**src/rtl/branch_resolve_ctrl_pkg.sv**
```systemverilog
`default_nettype none
// ----------------------------------------------------------------------------
// branch_resolve_ctrl_pkg : shared encodings for EX-stage branch resolution
// Revision : 1.0
// ----------------------------------------------------------------------------
package branch_resolve_ctrl_pkg;

  typedef enum logic [2:0] {
    BR_NONE = 3'b000,
    BR_EQ   = 3'b001,
    BR_NE   = 3'b010,
    BR_LT   = 3'b011,
    BR_GE   = 3'b100,
    BR_LTU  = 3'b101,
    BR_GEU  = 3'b110
  } br_op_e;

  typedef enum logic [1:0] {
    KIND_COND = 2'b00,
    KIND_JAL  = 2'b01,
    KIND_JALR = 2'b10,
    KIND_RSVD = 2'b11
  } br_kind_e;

  typedef enum logic [1:0] {
    ST_IDLE     = 2'd0,
    ST_WAIT_OPS = 2'd1,
    ST_REDIRECT = 2'd2
  } state_e;

endpackage
`default_nettype wire

```
**src/rtl/branch_resolve_ctrl_target_calc.sv**
```systemverilog
`default_nettype none
// ----------------------------------------------------------------------------
// br_target_calc : target, fall-through select and mispredict detection
// Revision : 1.0
// ----------------------------------------------------------------------------
module br_target_calc
  import branch_resolve_ctrl_pkg::*;
#(
  parameter int XLEN = 64
) (
  input  logic [1:0]      br_kind,
  input  logic [XLEN-1:0] br_pc,
  input  logic [XLEN-1:0] br_imm,
  input  logic [XLEN-1:0] rs1_data,
  input  logic            taken,
  input  logic            pred_taken,
  input  logic [XLEN-1:0] pred_target,
  output logic [XLEN-1:0] next_pc,
  output logic            mispredict
);

  logic [XLEN-1:0] jalr_sum;
  logic [XLEN-1:0] target;

  always_comb begin
    jalr_sum = rs1_data + br_imm;
    if (br_kind == KIND_JALR) begin
      target = {jalr_sum[XLEN-1:1], 1'b0};
    end else begin
      target = br_pc + br_imm;
    end
    next_pc    = taken ? target : (br_pc + XLEN'(4));
    // A not-taken outcome never checks the predicted target.
    mispredict = (taken != pred_taken) || (taken && (target != pred_target));
  end

endmodule
`default_nettype wire

```
**src/rtl/branch_resolve_ctrl.sv**
```systemverilog
`default_nettype none
// ----------------------------------------------------------------------------
// branch_resolve_ctrl : EX-stage branch/JAL/JALR resolution, redirect, counters
// Revision : 1.0
// ----------------------------------------------------------------------------
module branch_resolve_ctrl
  import branch_resolve_ctrl_pkg::*;
#(
  parameter int XLEN  = 64,
  parameter int CNT_W = 32
) (
  input  logic             clk,
  input  logic             rst,
  input  logic             br_valid,
  input  logic [1:0]       br_kind,
  input  logic [2:0]       br_op,
  input  logic [XLEN-1:0]  br_pc,
  input  logic [XLEN-1:0]  br_imm,
  input  logic [XLEN-1:0]  rs1_data,
  input  logic [XLEN-1:0]  rs2_data,
  input  logic             ops_ready,
  input  logic             pred_taken,
  input  logic [XLEN-1:0]  pred_target,
  output logic [2:0]       cmp_op,
  output logic [XLEN-1:0]  cmp_a,
  output logic [XLEN-1:0]  cmp_b,
  input  logic             cmp_taken,
  output logic             ex_stall,
  output logic             flush,
  output logic             redirect_valid,
  output logic [XLEN-1:0]  redirect_pc,
  input  logic             redirect_ready,
  output logic             br_done,
  output logic             br_taken_o,
  output logic [CNT_W-1:0] cnt_branch,
  output logic [CNT_W-1:0] cnt_mispred
);

  state_e           state_q, state_d;
  logic             redir_q, redir_d;
  logic [XLEN-1:0]  redirect_pc_q, redirect_pc_d;
  logic             br_done_q, br_done_d;
  logic             br_taken_q, br_taken_d;
  logic [CNT_W-1:0] cnt_branch_q, cnt_branch_d;
  logic [CNT_W-1:0] cnt_mispred_q, cnt_mispred_d;

  logic             accept;
  logic             is_cond;
  logic             taken;
  logic             resolve;
  logic [XLEN-1:0]  next_pc;
  logic             mispredict;

  br_target_calc #(.XLEN(XLEN)) u_target_calc (
    .br_kind     (br_kind),
    .br_pc       (br_pc),
    .br_imm      (br_imm),
    .rs1_data    (rs1_data),
    .taken       (taken),
    .pred_taken  (pred_taken),
    .pred_target (pred_target),
    .next_pc     (next_pc),
    .mispredict  (mispredict)
  );

  assign cmp_a = rs1_data;
  assign cmp_b = rs2_data;

  always_comb begin
    // Wrong-path instructions arrive while REDIRECT is pending; never accept them.
    accept   = br_valid && (br_kind != KIND_RSVD) && (state_q != ST_REDIRECT);
    is_cond  = (br_kind == KIND_COND);
    taken    = is_cond ? cmp_taken : 1'b1;
    resolve  = accept && ops_ready;
    cmp_op   = (accept && is_cond) ? br_op : BR_NONE;
    ex_stall = accept && !ops_ready;

    state_d       = state_q;
    redir_d       = redir_q;
    redirect_pc_d = redirect_pc_q;
    br_done_d     = 1'b0;
    br_taken_d    = 1'b0;
    cnt_branch_d  = cnt_branch_q;
    cnt_mispred_d = cnt_mispred_q;

    case (state_q)
      ST_IDLE, ST_WAIT_OPS: begin
        if (resolve) begin
          br_done_d  = 1'b1;
          br_taken_d = taken;
          if (!(&cnt_branch_q)) begin
            cnt_branch_d = cnt_branch_q + CNT_W'(1);
          end
          if (mispredict) begin
            if (!(&cnt_mispred_q)) begin
              cnt_mispred_d = cnt_mispred_q + CNT_W'(1);
            end
            redirect_pc_d = next_pc;
            redir_d       = 1'b1;
            state_d       = ST_REDIRECT;
          end else begin
            state_d = ST_IDLE;
          end
        end else if (accept) begin
          state_d = ST_WAIT_OPS;
        end else begin
          state_d = ST_IDLE;
        end
      end
      ST_REDIRECT: begin
        if (redirect_ready) begin
          redir_d = 1'b0;
          state_d = ST_IDLE;
        end
      end
      default: begin
        redir_d = 1'b0;
        state_d = ST_IDLE;
      end
    endcase
  end

  always_ff @(posedge clk or posedge rst) begin
    if (rst) begin
      state_q       <= ST_IDLE;
      redir_q       <= 1'b0;
      redirect_pc_q <= '0;
      br_done_q     <= 1'b0;
      br_taken_q    <= 1'b0;
      cnt_branch_q  <= '0;
      cnt_mispred_q <= '0;
    end else begin
      state_q       <= state_d;
      redir_q       <= redir_d;
      redirect_pc_q <= redirect_pc_d;
      br_done_q     <= br_done_d;
      br_taken_q    <= br_taken_d;
      cnt_branch_q  <= cnt_branch_d;
      cnt_mispred_q <= cnt_mispred_d;
    end
  end

  assign flush          = redir_q;
  assign redirect_valid = redir_q;
  assign redirect_pc    = redirect_pc_q;
  assign br_done        = br_done_q;
  assign br_taken_o     = br_taken_q;
  assign cnt_branch     = cnt_branch_q;
  assign cnt_mispred    = cnt_mispred_q;

endmodule
`default_nettype wire

```
**config.mk**
```make
export PLATFORM = sky130hd
export DESIGN_NAME = branch_resolve_ctrl
export DESIGN_NICKNAME = d
export VERILOG_FILES = /design/src/rtl/branch_resolve_ctrl_pkg.sv /design/src/rtl/branch_resolve_ctrl_target_calc.sv /design/src/rtl/branch_resolve_ctrl.sv
export SDC_FILE = /design/constraint.sdc
export NUM_CORES = 1
export LEC_CHECK = 0
export CORE_AREA = 8 8 224 226
export CTS_BUF_LIST = sky130_fd_sc_hd__clkbuf_4 sky130_fd_sc_hd__clkbuf_8 sky130_fd_sc_hd__clkbuf_16
export DETAILED_ROUTE_END_ITERATION = 16
export DIE_AREA = 0 0 232 234
export GPL_ROUTABILITY_DRIVEN = 0
export PLACE_DENSITY_LB_ADDON = 0.05
export SETUP_SLACK_MARGIN = 0.1
export SYNTH_ARGS = -nofsm -noshare
export SYNTH_HDL_FRONTEND = slang
export SYNTH_HIERARCHICAL = 1
export SYNTH_SLANG_ARGS = --single-unit
```
**constraint.sdc**
```tcl
create_clock -name clk -period 4.5 [get_ports clk]
set_input_delay 1.125 -clock clk [delete_from_list [all_inputs] [get_ports clk]]
set_output_delay 1.125 -clock clk [all_outputs]
set_load 0.1 [all_outputs]
```
==> out/metrics.cfg <==
[worst_setup_path]
cp_slowest_cell=clkdlybuf4s50_1
end_kind=flip-flop
max_stage_delay_ns=0.65
path_delay_family=compound AO/OA/AOI/OAI gates
critical_path_buf_inv_count=6
path_cells=clkdlybuf4s50_1 > ha_4 > buf_6 > a21oi_4 > buf_4 > o21ai_0 > a21oi_1 > o211ai_1 > o311a_4 > buf_4 > o21a_1 > o32ai_4 > xnor2_2 > nor4_2 > nand4_1 > nor4_4 > a31oi_4 > nand3b_1 > buf_6 > nor2_4 > buf_8 > nand3_2 > a211oi_2 > xnor2_1
start_kind=input pin
crit_arrival_ns=6.20
r2r-start=cnt_branch[20]$_DFFE_PP0P_
cp_data_required_time_ns=4.83
crit_type=in -> reg
critPathLaunch=br_pc[33]
crit_path_max_fanout=7

[clocking]
clock_latency_ns=0.42
root_buffer=clkbuf_16
cts.sinks=133
cts_tree=yes
htreeDepth=4
numCtsBuffers=17
clk_pin_slew_worst_paths_ns=0.06
cts_max_path_buffers=2

[global_routing]
antenna_found_initial=10
grt_max_degree=64
grt_pass1_wl_um=142000
grt_usage_pct=33.5
grt_pass1_vias=25393
grt_overflow=0

[detailed_routing]
routed_wl_um=98800
ant_nets=0
dr_total_vias=25269
routedWlPerCell_um=22.5
drc_errors=0
avgViaCountPerCell=5.75
drt-pass1-iter-count=9
drt_first_iter_violations=2079

[die]
io_pins=596
fp.dieArea_mm2=0.0543
fp.dieH_um=234
die_w_um=232
fp-row-count=80
initial_core_util_pct=40.8
core-area_mm2=0.0468

[timing]
rsz0062_at_grt=true
setup_viol=98
fmax_mhz=170
finalClockSkew_ns=0.00842
slew_headroom_pct=24.0
report.final.slew_viol_count=0
finalHoldViolations=0
period_share_pct=130
worstMarginPinSlew_ns=1.14
layout_setup_ws_ns=-1.37
post-route-min-period_ns=5.87

[logic_synthesis]
ys_seq_elements=133
synth_top_cell_by_area=dfrtp_1
avgSynthCellArea_um2=7.23
synth_top_area_share_pct=17.4
syn_inst=2646
seq_area_frac_synth_pct=17.4
synth_common_cells=nand2_1, a21oi_1, nor2_1
synth.most_common_cell=nand2_1
synth_edf_count=0
async_flop_share_pct=100
synth_top_cells_by_area=dfrtp_1, nand2_1, ha_1
synth_area_mm2=0.0191
synth_ff_type=dfrtp_1
yosysUniqueCellTypes=104
yosys_warnings=6
syn-num-nets=3108

[flow_run]
cap_violations=0

[cells_and_area]
area_growth_pct=74.7
final_cells=4398
utilization_pct=71.4
nets=4226
drive_above_1_share_pct=38.7

[outcome]
violations=negative setup slack
status=complete, but fails checks

[pwr]
vdd_drop_max_mv=0.437
finalPower_uw=9840
power_density_mw_per_mm2=294
p_leak_uw=0.0154

[min_path]
hp-start=redirect_pc[39]$_DFFE_PP0P_
min_path_type=reg -> reg

[place]
dp_worst_setup_slack_ns=-2.32
dp.final_hpwl_um=78300
dp.cells=4285
numPortBuffers=467

## per-layer routing
layer / share of wire [%] / vias up / wire [µm] / track usage, %
met5: 0.089 / - / 88 / 0.642
met2: 47 / 1325 / 46700 / 56.7
met1: 38 / 11908 / 37500 / 38.8
met4: 7.3 / 8 / 7180 / 21.2
met3: 7.5 / 344 / 7390 / 6.21
li1: - / 11684 / - / -
## layout make-up
| class | instances | area (µm²) |
|---|---|---|
| tap | 615 | 769 |
| clock buffer | 21 | 468 |
| inverter | 62 | 236 |
| fill | 3783 | 13400 |
| antenna | 6 | 15.0 |
| clock inverter | 11 | 126 |
| sequential | 133 | 3330 |
| multi-input combinational | 2206 | 16900 |
| timing repair buffer | 1344 | 11600 |
## kinds of logic (layout without fill, tap and decap cells)
kind of cell	Yosys count	after routing	synth area share (%)
adders and majority gates	130	130	8.58
and+or+nand+nor	1072	1072	27.0
buffers and inverters	307	1438	8.82
DFF	133	133	17.4
xor gates and xnor gates	275	275	13.2
other	0	6	0
muxes	29	29	1.56
AOI/OAI and AO/OA	700	700	23.4
## repair_timing
action                                  4_1_cts  5_1_grt
cloned                                       10        3
pin swaps                                    69      157
hold buffers                                  0        0
resized for setup                           225      457
endpoints found under the setup margin       98       98
buffers inserted                             32       32
## flip-flops by register name (all words and copies together), names as in the netlist
signal and count:
br_taken_o 1, flush 1, state_q 2, cnt_branch 32
br_done 1, redirect_pc 64, cnt_mispred 32
## metrics by stage
stage / hold WS, ns / cell area (µm²) / setup TNS [ns]
final: 0.465 / 33400 / -119.32
after global routing: 0.493 / 33400 / -130.97
after CTS: 0.477 / 31300 / -124.05
after detailed placement: 0.461 / 29300 / -203.61
after global placement: 0.459 / 29300 / -201.68
after floorplan: 0.458 / 19500 / -43.93
## power breakdown
group | switching [µW] | internal (µW) | total, µW
sequential | 199 | 1420 | 1620
clock | 556 | 858 | 1410
combinational | 4300 | 2510 | 6810
total | 5050 | 4790 | 9840
## path summary, 6_finish.rpt
kind / endpoint / slack [ns] / depth (start not counted)
worst max-delay path: cnt_mispred[24]$_DFFE_PP0P_ / -1.37 / 24
worst min-delay path: redirect_pc[39]$_DFFE_PP0P_ / 0.47 / 2
worst max register to register: cnt_branch[1]$_DFFE_PP0P_ / 2.00 / 5
worst min register to register: redirect_pc[39]$_DFFE_PP0P_ / 0.47 / 2
max in group asynchronous: cnt_branch[25]$_DFFE_PP0P_ / 2.34 / 3
min in group asynchronous: flush$_DFFE_PP0P_ / 1.23 / 2
## worst register-to-register path, cell delays in order, from the launching register on
cell,delay [ns]
dfrtp_1,0.48
nand4_4,0.19
nor4_4,0.63
nand4_2,0.47
nand2_1,0.26
mux2_1,0.34
## placed cells by master (no fill, tap or decap), types with 19 or more instances in the layout
cell type and count:
o21bai_1 19, nor3_1 42, nand4_1 98, a31oi_1 32, dfrtp_1 133, o21ai_0 102, xor2_1 105, and3_1 27
a21oi_2 44, nand2_2 76, o21a_1 23, buf_4 896, nor2_1 188, o21ai_1 25, nand2_4 52, dlygate4sd2_1 23
dlymetal6s2s_1 54, clkbuf_16 21, inv_1 56, buf_6 24, ha_1 59, clkdlybuf4s50_1 299, nand2_1 305, a21oi_1 182
xnor2_1 152, nand3_1 80, a21o_1 65, nor2_2 21, o211ai_1 21, ha_4 69, mux2i_1 19
Power figures use the tool's default switching activity.
